File: src/rtl/store_queue_if.sv
// Request and bus-beat channels of the store queue.
//
// Handshake: a transfer happens on a rising clock edge where valid && ready
// are both 1. A producer raising valid keeps it and its payload stable until
// that edge; ready may change freely and never depends on valid. This holds
// for the request channel (in_*) and the bus channel (bus_*).
interface store_queue_if #(
    parameter int DW = 32
);
    logic            in_valid;
    logic            in_ready;
    logic [2:0]      in_op;
    logic [31:0]     in_addr;
    logic [31:0]     in_data;
    logic            bus_valid;
    logic            bus_ready;
    logic [31:0]     bus_addr;
    logic [DW-1:0]   bus_wdata;
    logic [DW/8-1:0] bus_be;

    // Environment side: issues requests, accepts bus beats.
    modport master (
        output in_valid, in_op, in_addr, in_data, bus_ready,
        input  in_ready, bus_valid, bus_addr, bus_wdata, bus_be
    );

    // Store-queue side.
    modport slave (
        input  in_valid, in_op, in_addr, in_data, bus_ready,
        output in_ready, bus_valid, bus_addr, bus_wdata, bus_be
    );
endinterface

File: src/rtl/store_queue.sv
// Buffered store path: aligns store requests to bus lanes at enqueue time,
// queues them, and issues one or two bus beats per entry from a registered
// output stage.
module store_queue #(
    parameter int DW              = 32,
    parameter int DEPTH           = 4,
    parameter bit ALLOW_UNALIGNED = 1'b0
) (
    input  logic                   clk,
    input  logic                   reset,
    store_queue_if.slave           sq,
    output logic                   exc,
    output logic [31:0]            exc_addr,
    output logic [$clog2(DEPTH):0] count,
    output logic [1:0]             dbg_state
);
    localparam int L  = DW / 8;
    localparam int LW = $clog2(L);
    localparam int PW = $clog2(DEPTH);
    localparam logic [PW:0] FULL_CNT = (PW + 1)'(DEPTH);

    typedef enum logic [1:0] {
        S_EMPTY = 2'd0,
        S_BEAT1 = 2'd1,
        S_BEAT2 = 2'd2
    } state_t;

    // One queued store: lane data and byte enables span two bus words so a
    // lane-crossing store is just the upper half being non-zero.
    typedef struct packed {
        logic [31:0]     addr;
        logic [2*DW-1:0] data;
        logic [2*L-1:0]  be;
    } entry_t;

    entry_t          mem [DEPTH];
    logic [PW-1:0]   wr_ptr, rd_ptr;
    entry_t          enq, head;

    logic [LW-1:0]   lane_o, lane_w, start;
    logic [1:0]      ab, rshift;
    logic [2:0]      nbytes;
    logic [3:0]      nmask;
    logic [31:0]     src, src_m;
    logic            is_store, misaligned, fault;
    logic            accept, push, pop, full;

    state_t          state;
    logic            bus_valid_q;
    logic [31:0]     bus_addr_q;
    logic [DW-1:0]   bus_wdata_q, b2_wdata;
    logic [L-1:0]    bus_be_q, b2_be;
    logic            b2_pend;

    // Decode the op into start lane, byte count and source byte offset, then
    // place the selected register bytes on their lanes.
    always_comb begin
        lane_o     = sq.in_addr[LW-1:0];
        lane_w     = lane_o & ~LW'(3);
        ab         = sq.in_addr[1:0];
        is_store   = 1'b1;
        misaligned = 1'b0;
        nbytes     = 3'd4;
        rshift     = 2'd0;
        start      = lane_o;
        case (sq.in_op)
            3'd1: misaligned = (ab != 2'd0);
            3'd2: begin
                nbytes     = 3'd2;
                misaligned = ab[0];
            end
            3'd3: nbytes = 3'd1;
            // swl: top ab+1 register bytes, starting at the word's first lane
            3'd4: begin
                nbytes = 3'd1 + {1'b0, ab};
                rshift = 2'd3 - ab;
                start  = lane_w;
            end
            // swr: low 4-ab register bytes, running up to the word's last lane
            3'd5: nbytes = 3'd4 - {1'b0, ab};
            default: is_store = 1'b0;
        endcase
        nmask = 4'((5'd1 << nbytes) - 5'd1);
        src   = sq.in_data >> {rshift, 3'b000};
        src_m = '0;
        for (int k = 0; k < 4; k++) begin
            src_m[8*k +: 8] = nmask[k] ? src[8*k +: 8] : 8'h00;
        end
        enq.addr = {sq.in_addr[31:LW], {LW{1'b0}}};
        enq.data = (2*DW)'(src_m) << {start, 3'b000};
        enq.be   = (2*L)'(nmask) << start;
    end

    assign fault     = misaligned && !ALLOW_UNALIGNED;
    assign full      = (count == FULL_CNT);
    assign accept    = sq.in_valid && sq.in_ready;
    assign push      = accept && is_store && !fault;
    assign head      = mem[rd_ptr];
    assign sq.in_ready = !full && !reset;

    // The output stage pulls the head whenever it is idle or its last beat
    // is being accepted; a pending second beat blocks the pull.
    always_comb begin
        pop = 1'b0;
        case (state)
            S_EMPTY: pop = (count != '0);
            S_BEAT1: pop = sq.bus_ready && !b2_pend && (count != '0);
            S_BEAT2: pop = sq.bus_ready && (count != '0);
            default: pop = 1'b0;
        endcase
    end

    // FIFO storage, pointers and occupancy.
    always_ff @(posedge clk) begin
        if (reset) begin
            wr_ptr <= '0;
            rd_ptr <= '0;
            count  <= '0;
        end else begin
            if (push) begin
                mem[wr_ptr] <= enq;
                wr_ptr      <= wr_ptr + 1'b1;
            end
            if (pop) begin
                rd_ptr <= rd_ptr + 1'b1;
            end
            count <= count + (PW + 1)'(push) - (PW + 1)'(pop);
        end
    end

    // Output FSM with registered bus outputs and the held second beat.
    always_ff @(posedge clk) begin
        if (reset) begin
            state       <= S_EMPTY;
            bus_valid_q <= 1'b0;
            bus_addr_q  <= '0;
            bus_wdata_q <= '0;
            bus_be_q    <= '0;
            b2_wdata    <= '0;
            b2_be       <= '0;
            b2_pend     <= 1'b0;
        end else if (pop) begin
            state       <= S_BEAT1;
            bus_valid_q <= 1'b1;
            bus_addr_q  <= head.addr;
            bus_wdata_q <= head.data[DW-1:0];
            bus_be_q    <= head.be[L-1:0];
            b2_wdata    <= head.data[2*DW-1:DW];
            b2_be       <= head.be[2*L-1:L];
            b2_pend     <= |head.be[2*L-1:L];
        end else begin
            case (state)
                S_BEAT1: begin
                    if (sq.bus_ready) begin
                        if (b2_pend) begin
                            state       <= S_BEAT2;
                            bus_addr_q  <= bus_addr_q + 32'(L);
                            bus_wdata_q <= b2_wdata;
                            bus_be_q    <= b2_be;
                            b2_pend     <= 1'b0;
                        end else begin
                            state       <= S_EMPTY;
                            bus_valid_q <= 1'b0;
                        end
                    end
                end
                S_BEAT2: begin
                    if (sq.bus_ready) begin
                        state       <= S_EMPTY;
                        bus_valid_q <= 1'b0;
                    end
                end
                default: ;
            endcase
        end
    end

    // Misaligned-store pulse and faulting address.
    always_ff @(posedge clk) begin
        if (reset) begin
            exc      <= 1'b0;
            exc_addr <= '0;
        end else begin
            exc <= accept && fault;
            if (accept && fault) begin
                exc_addr <= sq.in_addr;
            end
        end
    end

    assign sq.bus_valid = bus_valid_q;
    assign sq.bus_addr  = bus_addr_q;
    assign sq.bus_wdata = bus_wdata_q;
    assign sq.bus_be    = bus_be_q;
    assign dbg_state    = state;
endmodule

File: src/flat_wrapper.sv
// flat-port wrapper written by rule: the top's interface ports become plain ports
module store_queue_flat 
#(
    parameter int DW              = 32,
    parameter int DEPTH           = 4,
    parameter bit ALLOW_UNALIGNED = 1'b0
)
  (clk, reset, exc, exc_addr, count, dbg_state, sq_in_valid, sq_in_op, sq_in_addr, sq_in_data, sq_bus_ready, sq_in_ready, sq_bus_valid, sq_bus_addr, sq_bus_wdata, sq_bus_be);
  store_queue_if #(.DW(DW)) sq_i ();
  input  logic clk;
  input  logic reset;
  output logic exc;
  output logic [31:0] exc_addr;
  output logic [$clog2(DEPTH):0] count;
  output logic [1:0] dbg_state;
  input wire logic [$bits(sq_i.in_valid)-1:0] sq_in_valid;
  input wire logic [$bits(sq_i.in_op)-1:0] sq_in_op;
  input wire logic [$bits(sq_i.in_addr)-1:0] sq_in_addr;
  input wire logic [$bits(sq_i.in_data)-1:0] sq_in_data;
  input wire logic [$bits(sq_i.bus_ready)-1:0] sq_bus_ready;
  output wire logic [$bits(sq_i.in_ready)-1:0] sq_in_ready;
  output wire logic [$bits(sq_i.bus_valid)-1:0] sq_bus_valid;
  output wire logic [$bits(sq_i.bus_addr)-1:0] sq_bus_addr;
  output wire logic [$bits(sq_i.bus_wdata)-1:0] sq_bus_wdata;
  output wire logic [$bits(sq_i.bus_be)-1:0] sq_bus_be;
  assign sq_i.in_valid = sq_in_valid;
  assign sq_i.in_op = sq_in_op;
  assign sq_i.in_addr = sq_in_addr;
  assign sq_i.in_data = sq_in_data;
  assign sq_i.bus_ready = sq_bus_ready;
  assign sq_in_ready = sq_i.in_ready;
  assign sq_bus_valid = sq_i.bus_valid;
  assign sq_bus_addr = sq_i.bus_addr;
  assign sq_bus_wdata = sq_i.bus_wdata;
  assign sq_bus_be = sq_i.bus_be;
  store_queue #(.DW(DW), .DEPTH(DEPTH), .ALLOW_UNALIGNED(ALLOW_UNALIGNED)) u_core (.clk(clk), .reset(reset), .sq(sq_i), .exc(exc), .exc_addr(exc_addr), .count(count), .dbg_state(dbg_state));
endmodule
File: config.mk
export PLATFORM = sky130hd
export DESIGN_NAME = store_queue_flat
export DESIGN_NICKNAME = d
export VERILOG_FILES = /design/src/rtl/store_queue_if.sv /design/src/rtl/store_queue.sv /design/src/flat_wrapper.sv
export SDC_FILE = /design/constraint.sdc
export NUM_CORES = 1
export LEC_CHECK = 0
export ABC_CLOCK_PERIOD_IN_PS = 4600
export BUFFER_PORTS_ARGS = -buffer_cell sky130_fd_sc_hd__buf_2
export CAP_MARGIN = 0
export CORE_ASPECT_RATIO = 1.4
export CORE_MARGIN = 4
export CORE_UTILIZATION = 25
export CTS_BUF_LIST = sky130_fd_sc_hd__clkbuf_8 sky130_fd_sc_hd__clkbuf_16
export CTS_CLUSTER_DIAMETER = 120
export DETAILED_ROUTE_END_ITERATION = 8
export GPL_TIMING_DRIVEN = 0
export PLACE_DENSITY_LB_ADDON = 0.25
export SETUP_SLACK_MARGIN = 0.02
export SYNTH_ARGS = -nofsm -noshare
export SYNTH_HDL_FRONTEND = slang
export SYNTH_SLANG_ARGS = --single-unit
File: constraint.sdc
create_clock -name clk -period 4.6 [get_ports clk]
set_clock_uncertainty 0.1 [all_clocks]
set_input_delay 0.46 -clock clk [delete_from_list [all_inputs] [get_ports clk]]
set_output_delay 0.46 -clock clk [all_outputs]
set_load 0.01 [all_outputs]
Word level (Yosys, flattened, before mapping)
Memory sizes are Yosys's and may differ from the RTL's. A register that Yosys moved wholly into a read port is not among the register bits.
Index checks and enable logic that the tools add are counted.
- flip-flop bits (word level): 148
- memory bits (writable): 408
- input port bits: 71
- output and inout port bits: 108
- logic and storage cells: 108
- memories kept: 1
- add/sub/neg operators: 9
- equality and inequality tests: 13
- shift operators: 4
- muxes and demuxes: 39
- reduce and logical (&&, ||, !) cells: 28
- memory list (name ; words ; width ; rd ports ; clocked after Yosys merged registers in ; wr ports ; RTL line ; source):
    u_core.mem ; 4 ; 102 ; 1 ; 1 ; 1 ; store_queue.sv:36 ; entry_t mem [DEPTH];
- operator list (operator ; number):
    32-bit two-way mux ; 8
    32-bit by 5-bit left shift with 64-bit output ; 1
    32-bit by 3-bit adder with 32-bit output (second input constant) ; 1
    8-bit two-way mux ; 4
    32-bit by 5-bit >> shifter with 32-bit output ; 1
    4-bit two-way mux ; 4
    2-bit two-way mux ; 7
    3-bit case mux with 4 select lines ; 1
    1-bit two-way mux ; 11
    2-bit nonzero test ; 5
    3-bit == test (second input constant) ; 3
    3-bit by 2-bit != test with 1-bit output (second input constant) ; 3
    3-bit AND reduction ; 3
    1-bit logical AND ; 8
    4-bit by 2-bit left shift with 8-bit output ; 1
    3-bit by 2-bit == test with 1-bit output (second input constant) ; 2
    3-bit nonzero test ; 2
    5-bit OR reduction ; 1
    2-bit by 1-bit adder with 2-bit output (second input constant) ; 2
    1-bit zero test ; 4
    2-bit != test (second input constant) ; 2
    1-bit case mux with 2 select lines ; 2
    2-bit case mux with 2 select lines ; 1
    4-bit AND reduction ; 1
    15 further kinds ; 15

Logic depth before layout (Yosys ltp)
Gate-level depths: netlist (run 1).
- depth after elaboration: 9
- mapped depth: 15
- gate-level depth less buffers: 12

Worst setup path after synthesis (run 1)
OpenSTA, ideal clock, no wires.
- kind: input to register
- start point: input port sq_in_addr[1]
- end point: memory u_core.mem[1][0] (netlist name), enable pin
- setup time: 0.462 ns
- arrival time: 4.016 ns
- data required time: 4.038 ns
- slack: 0.022 ns
- stages on the path: 9
- buffers on the path: 2
- cell sequence: buf_2 > inv_1 > clkbuf_1 > ha_1 > inv_1 > o21ai_0 > a221oi_1 > nor2_1 > and2_1
- longest elaborated chain between the ends: 7
- RTL lines (item ; RTL line ; source):
    from (decl) ; flat_wrapper.sv:18 ; input wire logic [$bits(sq_i.in_addr)-1:0] sq_in_addr;
    2-bit nonzero test ; store_queue.sv:67 ; 3'd1: misaligned = (ab != 2'd0);
    1-bit case mux with 2 select lines ; store_queue.sv:66 ; case (sq.in_op)
    1-bit zero test ; store_queue.sv:97 ; assign push = accept && is_store && !fault;
    1-bit logical AND ; store_queue.sv:97 ;
    1-bit two-way mux ; store_queue.sv:120 ; if (push) begin
    1-bit two-way mux ; store_queue.sv:115 ; if (reset) begin
    1-bit two-way mux (not written as such) ; store_queue.sv:121 ; mem[wr_ptr] <= enq;
    to (decl) ; store_queue.sv:36 ;
No other way between the ends.

==> results of run 1 <==
-- power by group --
| group | internal, W | switching (W) | total, W |
|---|---|---|---|
| registers | 0.00540 | 0.000334 | 0.00573 |
| logic | 0.00163 | 0.00297 | 0.00460 |
| clock network | 0.00257 | 0.00184 | 0.00441 |
| total | 0.00960 | 0.00514 | 0.0147 |
-- worst max-delay path by stage --
| stage | end | slack [ns] | start |
|---|---|---|---|
| 2_1_floorplan | u_core.mem[1][0] | 0.02 | sq_in_addr[1] |
| 3_3_place_gp | u_core.mem[1][9] | -3.04 | sq_in_addr[1] |
| 3_5_place_dp | u_core.mem[0][29] | -0.15 | sq_in_addr[1] |
| 4_1_cts | u_core.mem[0][29] | 0.48 | sq_in_addr[1] |
| 5_1_grt | u_core.mem[2][43] | 0.17 | sq_in_addr[1] |
| 6_report | u_core.mem[0][25] | 0.40 | sq_in_addr[1] |
-- registers in the layout, summed over array words and instances (netlist names), 2 cells and up, named ones only --
register,count
u_core.rd_ptr,2
u_core.b2_wdata,24
u_core.dbg_state,2
u_core.sq.bus_be,4
u_core.wr_ptr,2
u_core.exc_addr,32
u_core.sq.bus_addr,30
u_core.mem,372
u_core.sq.bus_wdata,32
u_core.count,3
u_core.b2_be,3
-- routing by layer --
layer	GRT usage, %	share of wire, %	vias up
met3	2.42	5.6	77
met2	26.4	50	470
li1	-	-	6382
met1	19.5	42	7270
met5	0	0	-
met4	3.95	2.5	0
-- repair_timing --
item	CTS	global route
hold buffers	21	0
setup buffers	0	0
hold endpoints to repair	90	0
-- per-stage QoR --
stage / total power, W / setup TNS (ns) / setup WS, ns / cells
floorplan: 0.00861 / 0 / 0.0219 / 1536
global placement: 0.0104 / -1116.32 / -3.04 / 2799
detailed placement: 0.0105 / -1.35 / -0.153 / 2808
CTS: 0.0149 / 0 / 0.483 / 2924
global route: 0.0155 / 0 / 0.174 / 2924
finish: 0.0147 / 0 / 0.398 / 2924
-- area by class of cell --
type                            count  area (um2)  share of cell area, %
Inverter                           19        71.3                  0.277
Multi-Input combinational cell    901        6830                   26.5
Timing Repair Buffer              205        1280                   4.98
Buffer                            105         495                   1.92
Tap cell                         1088        1360                   5.28
Sequential cell                   511       14000                   54.1
Clock buffer                       57        1380                   5.36
Clock inverter                     38         412                   1.60
-- worst reg2reg max path, stage by stage (launching register included) --
cell and delay (ns):
dfxtp_1 0.50, inv_1 0.12, ha_1 0.25, nand2b_1 0.18, a31o_2 0.31, nand3_2 0.10
inv_2 0.04, buf_2 0.17, buf_2 0.25, buf_2 0.28, ha_1 0.31, inv_1 0.04
ha_1 0.20, fa_1 0.38, xnor2_1 0.17, nor2_1 0.05
-- kinds of logic after synthesis --
logic type      Yosys count
fa+ha+maj                15
simple gates            449
buf+inv                 124
mux                     112
other cells               1
xor+xnor                  6
flops                   511
compound gates          317
-- cells in the final DEF (no fill, tap or decap), types with 5 or more instances in the layout --
master         count
edfxtp_1         372
nand2_1          211
nand2b_1           7
a21o_1            16
nor3_1            12
a211oi_1          10
bufinv_16          7
o211ai_1           5
dfxtp_1          139
and2_1            13
nand4_1           10
o21ai_0           59
a211oi_2           5
nand3_1           35
or3_1              6
mux2i_1           19
nor2_1            80
clkinv_2          10
a32oi_1           18
buf_4              5
inv_1             27
clkbuf_16         53
a21oi_1          138
mux4_2            93
a311oi_2          24
clkbuf_1          54
buf_6              5
nor2b_1           14
buf_2            214
ha_1              14
a31oi_1            5
and3_1            23
a22oi_1            5
dlygate4sd3_1     21
==> summary.txt, run 1 <==
STA
  • RSZ-0062 raised after global routing: no
  • Hold Slack: 0.0309 ns
  • Maximum clock rate: 238 MHz
  • Fin crit share: around nine tenths
  • # setup viols final: 0
  • Worst slew pin tran: between 1 and 1.5 ns
  • Rel. slew slack: between 15 and 20%
  • Final Hold Fails: 0
  • Final min period: approximately 4.2 ns
  • Fin. max-slew vios: 0

Placed design
  • DP Wirelength: 50.5 mm
  • I/O Buffers: 175
  • Placement Cell Area: around 24000 um2
  • GPL Wtd Cong: roughly 0.88

Routing
  • Routed Antenna Nets: 0
  • DR vias: between 10k and 15k
  • Drt drc: 0
  • Iteration-0 DRC Markers: roughly 1.1k
  • First-pass DRT Iterations: 5
  • WL final: 69.7 mm
  • Vias/cell: 4.86
  • Wire length per cell: about 24 um

Setup path
  • Crit path kind: input port to register
  • R2r setup slk: between 1 and 1.5 ns
  • Critical Path RT: roughly 4.8 ns
  • Worst r2r src: u_core.dbg_state[0]
  • Cell-by-cell trace of the critical path: buf_2, buf_2, inv_1, clkbuf_1, ha_1, nor3_1, o21ai_0, o31ai_1, o21ai_0, ha_1, xnor2_2, buf_6, nand3_2, o21ai_0
  • Crit-path slowest cell: o21ai_0
  • Reg-to-Reg End: u_core.count[2]
  • Critical Path End Type: register
  • Crit path DAT: approximately 4.4 ns
  • Buf+Inv Stages, Crit Path: 5
  • CP Depth: 14
  • CP top delay family: buffers and inverters
  • Max stage delay on crit path: slightly below 0.8 ns
  • Worst path most repeated cell: o21ai_0
  • Cells on worst reg2reg path: 15
  • CP max FO: 10
  • Startpoint types: input port

Floorplan
  • Initial core utilization: between 20% and 30%
  • Die area: about 90000 um2
  • Core Area: ~85000 um2
  • Cell Rows: ~130
  • I/O pin count: 179
  • Die Y-Extent: roughly 350 um
  • Die span in x: approximately 250 um

CTS
  • CTS Buffer Depth: 3
  • Reg clk slew, reported paths: ~0.06 ns
  • Post-CTS resize count: 0
  • Root Driver: clkbuf_16
  • CTS Buf Count: just over 50
  • CTS tree: done
  • Clk sink count: 511
  • Worst-Skew Late Latency: a little over 0.6 ns
  • H-tree depth: 2

Yosys
  • Predominant post-synthesis flop cell: edfxtp_1
  • Seq/Total Area, Yosys: 65.4%
  • Synth area leaders: edfxtp_1 52%, dfxtp_1 13%, mux4_2 9.8%
  • Largest family of logic cells by synthesized area: multiplexers
  • Ys Warns: 0
  • Synth Area in Simple Gates: under 10%
  • Synthesized flop and latch total: between 500 and 600
  • Synth Area in Compound Gates: 10.1%
  • Top-count cell post-synth: edfxtp_1
  • Fraction of registers with async set/reset: 0%
  • Top cell type's share of synthesized area: roughly 52%
  • Xor and xnor area share after synthesis: less than 1%
  • Post-synthesis mux area share: between 10 and 15%
  • Gate Count Post-Synth: about 1.5k
  • Synthesized cell area: around 21000 um2
  • Post-synth top cells: 372 x edfxtp_1, 211 x nand2_1, 139 x dfxtp_1
  • Post-synth EDFFs: roughly 370
  • Synth cell types: 73
  • Synth area leader: edfxtp_1
  • Synth Area in Adders: less than 1%
  • Syn Area/Cell: between 10 and 15 um2

Power and ir drop
  • Cell Pwr Density: around 570 nW/um2
  • IR drop worst, VDD: about 0.00034 V
  • Leakage Power: between 8 and 9 nW

GRT
  • GRT overflow: 0
  • Global-route wire length before repair: a little over 100 mm
  • Initial antenna violation count: 3
  • Largest net degree at the start of global routing: ~50
  • Vias in the first global route: around 14k
  • Tot GR Track Use: 15.1%

Finish
  • Layout cell share with drive strength beyond 1: 25.5%
  • Final core occ: slightly above 30%
  • # fillers: roughly 8.6k
  • Antenna diodes: 0
  • Fin nets: around 1.9k
  • Area growth from synthesis to layout: 20.9%
  • Design area: between 20000 and 30000 um2

Hold path
  • Worst hold path startpoint: sq_in_addr[19]
  • HP Class: input port to register
  • WHS Path Cells: 1
  • Endpoint, Worst Hold: u_core.mem[2][89]

Outcome
  • Status: complete, no violations

Job
  • Max Cap Viol: 0
(Power assumes the default switching activity.)
==> inputs of run 2 (changes only) <==
--- a/config.mk
+++ b/config.mk
@@ -5,6 +5,7 @@
 export SDC_FILE = /design/constraint.sdc
 export NUM_CORES = 1
 export LEC_CHECK = 0
+export ABC_AREA = 1
 export ABC_CLOCK_PERIOD_IN_PS = 4600
 export BUFFER_PORTS_ARGS = -buffer_cell sky130_fd_sc_hd__buf_2
 export CAP_MARGIN = 0
==> run 2 against run 1 <==
- routed wire length grew 16%
- cell count increased by 30%
- fmax up 13%
- critical endpoint is now u_core.mem[3][22]
- highest routed layer unchanged
==> summary.txt, run 2 <==
Setup path
  • Reg-to-Reg End: u_core.count[2]
  • Cells on worst reg2reg path: 15
  • Crit-path slowest cell: a21oi_1
  • Critical Path RT: a little under 5 ns
  • Crit path DAT: 3.96 ns
  • Max stage delay on crit path: 0.57 ns
  • Buf+Inv Stages, Crit Path: 6
  • Crit path kind: input port to register
  • Critical Path End Type: register
  • Cell-by-cell trace of the critical path: buf_2, clkinv_1, ha_1, nand2_1, inv_1, nand2_1, nand3_4, inv_2, nand3_1, ha_1, clkinv_1, buf_1, nand4_1, a21oi_1
  • CP max FO: 10
  • CP top delay family: buffers and inverters
  • Worst r2r src: u_core.dbg_state[0]
  • R2r setup slk: 1.01 ns
  • Startpoint types: input port

Finish
  • Largest register FFs: roughly 370
  • Most common cell after layout, fill and taps aside: nand2_1
  • Final core occ: a little under a third
  • Area growth from synthesis to layout: 21.7%
  • Most flop-heavy register: u_core.mem
  • Area of the multi-input gates: between 7000 and 8000 um2
  • Design area: 27000 um2
  • Flip-flop and latch area: 14000 um2
  • Leading cell types in the layout, fill and taps excluded: 507 x nand2_1, 372 x edfxtp_1, 356 x nor2_1
  • Fin cells: around 3.8k
  • Fin nets: 2663
  • Layout cell share with drive strength beyond 1: 15.6%
  • # fillers: ~9.3k

Routing
  • Routed Antenna Nets: 0
  • Iteration-0 DRC Markers: 1357
  • First-pass DRT Iterations: 5
  • WL final: approximately 81 mm
  • Wire length per cell: about 21 um
  • DR vias: ~18k
  • Drt drc: 0
  • Vias/cell: 4.69

Yosys
  • Post-synth top cells: 507 x nand2_1, 372 x edfxtp_1, 360 x nor2_1
  • Post-synth EDFFs: ~370
  • Fraction of registers with async set/reset: 0%
  • Synth area leader: edfxtp_1
  • Synthesized flop and latch total: between 500 and 600
  • Gate Count Post-Synth: between 2k and 2.5k
  • Synth area leaders: edfxtp_1 50%, dfxtp_1 13%, nand2_1 8.6%
  • Synthesized cell area: roughly 22000 um2
  • Predominant post-synthesis flop cell: edfxtp_1
  • Synth cell types: 45
  • Top-count cell post-synth: nand2_1
  • Ys Warns: 0
  • Top cell type's share of synthesized area: between 50% and 60%
  • Seq/Total Area, Yosys: between 60% and 70%
  • Syn Area/Cell: just under 10 um2

STA
  • Maximum clock rate: roughly 270 MHz
  • Final min period: between 3 and 4 ns
  • # setup viols final: 0
  • Fin crit share: 81.0%
  • Fin. max-slew vios: 0
  • Worst slew pin tran: 0.997 ns
  • Final Hold Fails: 0
  • Hold Slack: about 0.035 ns
  • Rel. slew slack: around a third
  • RSZ-0062 raised after global routing: no

Floorplan
  • Core Area: ~90000 um2
  • Cell Rows: approximately 130
  • Die Y-Extent: ~360 um
  • Die area: 93700 um2
  • I/O pin count: 179
  • Die span in x: 260 um
  • Initial core utilization: between 20 and 30%

CTS
  • CTS Buffer Depth: 3
  • H-tree depth: 2
  • Clk sink count: between 500 and 600
  • Worst-Skew Late Latency: a little over 0.6 ns
  • CTS Buf Count: 55
  • CTS tree: done
  • Number of post-CTS setup repair buffers: 0
  • Post-CTS resize count: 0
  • Reg clk slew, reported paths: around 0.06 ns
  • Root Driver: clkbuf_16

GRT
  • GRT overflow: 0
  • Initial antenna violation count: 2
  • Vias in the first global route: 17.6k
  • Global-route wire length before repair: ~120 mm
  • Tot GR Track Use: 16.8%
  • Largest net degree at the start of global routing: 27

Placed design
  • Placement Cell Area: roughly 25000 um2
  • DP Wirelength: about 60 mm
  • I/O Buffers: 175
  • Inst Count DP: roughly 3.7k
  • GPL Wtd Cong: between 0.9 and 1

Power and ir drop
  • IR drop worst, VDD: approximately 0.00033 V
  • Leakage Power: about 10 nW
  • Comb power frac: between 30% and 40%
  • Sequential power share: approximately 35%
  • Switching Fraction: approximately two fifths
  • Cell Pwr Density: between 500 and 600 nW/um2
  • Clock power frac: roughly 28%
  • Net Switching: between 0.006 and 0.007 W
  • Internal power: 0.00962 W

Job
  • Max Cap Viol: 0

Hold path
  • Worst hold path startpoint: sq_in_addr[27]
  • WHS Path Cells: 1
  • Endpoint, Worst Hold: u_core.mem[1][97]
  • HP Class: input port to register

Outcome
  • Status: complete, no violations
==> run 2: cell types whose count changed after synthesis, moves of 22 or more <==
cell,change
a311oi_2,-24
nand3_1,+87
inv_1,+80
mux4_2,-93
nand2_1,+296
o21ai_0,+169
and3_1,-22
o22ai_1,+89
a21oi_1,-28
nor2_1,+280
==> run 2: worst max path at each step <==
stage	from	endpoint	slack [ns]	depth (start not counted)
6_report	sq_in_addr[1]	u_core.mem[3][22]	0.87	14
5_1_grt	sq_in_addr[1]	u_core.mem[2][22]	0.72	14
4_1_cts	sq_in_addr[1]	u_core.mem[2][22]	0.97	14
3_5_place_dp	sq_in_addr[1]	u_core.mem[1][22]	0.33	14
3_3_place_gp	sq_in_addr[0]	u_core.mem[0][45]	-5.77	7
2_1_floorplan	sq_in_op[2]	u_core.mem[0][0]	-1.08	8
==> run 2: layout make-up <==
cell class	count	share of cell area (%)
Multi-Input combinational cell	1548	26.7
Inverter	110	1.53
Tap cell	1179	5.46
Antenna cell	2	0.0185
Buffer	138	2.45
Timing Repair Buffer	213	5.30
Clock inverter	40	1.41
Sequential cell	511	51.6
Clock buffer	62	5.53
==> run 2: cell families (layout without fill, tap and decap cells) <==
group | Yosys count | in the layout | synth area share, %
buffers and inverters | 248 | 563 | 4.84
other | 1 | 4 | 0.0169
flip-flops | 511 | 511 | 62.8
adder cells (fa/ha/maj) | 15 | 15 | 0.879
AND/OR/NAND/NOR | 1048 | 1048 | 19.3
AO/OA/AOI/OAI | 474 | 474 | 11.7
XOR/XNOR | 9 | 9 | 0.355
==> run 2: metrics by stage <==
step / setup TNS [ns] / power [W] / worst slack, ns
6_report: 0 / 0.0161 / 0.875
5_1_grt: 0 / 0.0170 / 0.724
4_1_cts: 0 / 0.0163 / 0.967
3_5_place_dp: 0 / 0.0117 / 0.328
3_3_place_gp: -2084.35 / 0.0117 / -5.77
2_1_floorplan: -400.44 / 0.00911 / -1.08
==> run 2: power by group through the flow <==
stage / Clock (W) / Combinational [W] / Sequential, W
floorplan: 0 / 0.00331 / 0.00580
global route: 0.00485 / 0.00639 / 0.00576
finish: 0.00456 / 0.00586 / 0.00572
global placement: 0 / 0.00583 / 0.00583
CTS: 0.00465 / 0.00590 / 0.00571
detailed placement: 0 / 0.00587 / 0.00581
==> run 2: timing repair <==
item | in CTS | in global routing
hold endpoints to repair | 88 | 0
endpoints found under the setup margin | 0 | 0
hold buffers | 22 | 0
==> run 2: routing by layer <==
metal / share of wire, % / vias up / routed length [um] / track usage (%)
li1: - / 8471 / - / -
met4: 3.5 / 0 / 2810 / 5.58
met1: 41 / 8663 / 33400 / 21.3
met2: 49 / 571 / 40100 / 29.4
met5: 0 / - / 0 / 0
met3: 5.9 / 130 / 4770 / 2.01
==> inputs of run 3 (changes only) <==
--- a/config.mk
+++ b/config.mk
@@ -6,7 +6,7 @@
 export NUM_CORES = 1
 export LEC_CHECK = 0
 export ABC_AREA = 1
-export ABC_CLOCK_PERIOD_IN_PS = 4600
+export ABC_CLOCK_PERIOD_IN_PS = 3160
 export BUFFER_PORTS_ARGS = -buffer_cell sky130_fd_sc_hd__buf_2
 export CAP_MARGIN = 0
 export CORE_ASPECT_RATIO = 1.4
==> constraint.sdc (replaced) <==
create_clock -name clk -period 3.16 [get_ports clk]
set_clock_uncertainty 0.1 [all_clocks]
set_input_delay 0.316 -clock clk [delete_from_list [all_inputs] [get_ports clk]]
set_output_delay 0.316 -clock clk [all_outputs]
set_load 0.01 [all_outputs]
==> run 3 against run 2 <==
- sequential share of layout area is 0.13 points higher
- final area is 0.22% lower
- critical path depth is 9 lower
- utilization is 0.067 points lower
==> summary.txt, run 3 (synthesis results as in run 2) <==
Finish
  • # fillers: approximately 9.3k
  • Fin cells: 3811
  • Area of the multi-input gates: 7260 um2
  • Area growth from synthesis to layout: 21.4%
  • Flip-flop and latch area: about 14000 um2
  • Layout cell share with drive strength beyond 1: about 16%
  • Most common cell after layout, fill and taps aside: nand2_1
  • Largest register FFs: 372
  • Leading cell types in the layout, fill and taps excluded: 506 x nand2_1, 372 x edfxtp_1, 356 x nor2_1
  • Most flop-heavy register: u_core.mem
  • Fin nets: 2676
  • Final core occ: approximately 30%

GRT
  • Global-route wire length before repair: 116 mm
  • Vias in the first global route: 17.2k
  • Busiest layer in global routing: met2
  • Tot GR Track Use: approximately 17%
  • Largest net degree at the start of global routing: 27
  • Initial antenna violation count: 4
  • GRT met1 Usage: 20.7%
  • GRT overflow: 0
  • Met3 GRT Util: between 1.5 and 2%
  • Met2 Track Usage GR: 30.2%

Routing
  • Vias/cell: between 4 and 5
  • WL final: just over 80 mm
  • Routed Antenna Nets: 0
  • Iteration-0 DRC Markers: 1307
  • Drt drc: 0
  • Wire length per cell: 21.3 um
  • First-pass DRT Iterations: 5
  • DR vias: around 18k

Placed design
  • GPL Wtd Cong: 0.898
  • I/O Buffers: about 180
  • DP Wirelength: between 50 and 60 mm
  • Dpl ws: -0.973 ns
  • Inst Count DP: 3674

Setup path
  • Startpoint types: register
  • Crit path DAT: approximately 3.0 ns
  • Critical Path End Type: register
  • CP max FO: 12
  • Worst r2r src: u_core.count[1]
  • Cells on worst reg2reg path: 5
  • Crit path kind: register to register
  • R2r setup slk: 0.28 ns
  • Reg-to-Reg End: u_core.mem[3][77]
  • Critical Path RT: between 3 and 4 ns
  • Worst setup path start: u_core.count[1]

Floorplan
  • Die span in x: roughly 260 um
  • Die area: roughly 94000 um2
  • Die Y-Extent: 361 um
  • Initial core utilization: between 20% and 30%
  • Core Area: between 80000 and 90000 um2
  • I/O pin count: about 180
  • Cell Rows: around 130

STA
  • Setup ws final: ~0.28 ns
  • Fin crit share: 91.3%
  • Fin. max-slew vios: 0
  • Final min period: between 2 and 3 ns
  • Worst slew pin tran: roughly 1.1 ns
  • Final Hold Fails: 0
  • Rel. slew slack: about 30%
  • RSZ-0062 raised after global routing: no
  • Maximum clock rate: 347 MHz
  • Hold Slack: between 0.04 and 0.05 ns
  • # setup viols final: 0

Hold path
  • HP Class: input port to register
  • WHS Path Cells: 4
  • Worst hold path startpoint: sq_bus_ready
  • Endpoint, Worst Hold: u_core.dbg_state[0]

CTS
  • Worst-Skew Late Latency: 0.61 ns
  • CTS Buffer Depth: 3
  • H-tree depth: 2
  • Clk sink count: slightly above 500
  • Reg clk slew, reported paths: around 0.060 ns
  • CTS tree: done
  • CTS Buf Count: 52
  • Root Driver: clkbuf_16

Power and ir drop
  • Leakage Power: approximately 10 nW
  • IR drop worst, VDD: about 0.00051 V
  • Cell Pwr Density: about 850 nW/um2

Job
  • Max Cap Viol: 0

Outcome
  • Status: complete, no violations
-- run 3: cell count changes in the layout (fill, tap and decap cells not counted), moves of 4 or more --
cell / previous run / this run
buf_4: 7 / 15
dlygate4sd3_1: 22 / 31
inv_1: 108 / 116
clkinv_2: 8 / 4
-- run 3: layout make-up --
type                            count  share of cell area, %
Tap cell                         1179                   5.47
Clock inverter                     36                   1.01
Inverter                          110                   1.55
Timing Repair Buffer              228                   5.66
Multi-Input combinational cell   1551                   26.9
Antenna cell                        2                 0.0186
Sequential cell                   511                   51.7
Buffer                            136                   2.43
Clock buffer                       58                   5.21
-- run 3: how the worst max path moves through the flow --
stage,slack [ns],cells past startpoint,endpoint
finish,0.28,5,u_core.mem[3][77]
global route,0.08,15,u_core.mem[3][32]
CTS,0.06,5,u_core.mem[3][97]
detailed placement,-0.97,14,u_core.mem[3][22]
global placement,-3.93,7,u_core.mem[3][47]
floorplan,-0.94,5,u_core.mem[0][0]
-- run 3: power breakdown --
part / internal [W] / switching (W) / leakage (nW) / total [W]
combinational: 0.00234 / 0.00616 / 4.86 / 0.00850
clock: 0.00342 / 0.00266 / 0.876 / 0.00609
sequential: 0.00787 / 0.000457 / 4.53 / 0.00833
-- run 3: metal layers --
| layer | vias up | wire [um] |
|---|---|---|
| met4 | 0 | 2690 |
| met5 | - | 0 |
| li1 | 8491 | - |
| met3 | 115 | 3890 |
| met2 | 541 | 41300 |
| met1 | 8562 | 33300 |
-- run 3: worst max-delay path: stages, from the launching register on --
cell     delay, ns
dfxtp_1       0.48
inv_2         0.10
a31oi_1       0.45
and2_1        0.32
nand2_2       0.29
nor2_2        0.76
-- run 3: repair_timing --
action	4_1_cts	5_1_grt
hold buffers	31	0
pin swaps	5	1
setup buffers	9	0
cloned	3	0
resized for setup	4	9
setup endpoints to repair	315	132
endpoints found under the hold margin	148	0
-- run 3: through the flow --
stage                     TNS [ns]  power, W  cell area, um2
after floorplan            -349.76    0.0133           22200
after global placement    -1501.15    0.0169           24600
after detailed placement   -159.00    0.0169           24900
after CTS                        0    0.0231           27000
after global routing             0    0.0242           27000
final                            0    0.0229           27000
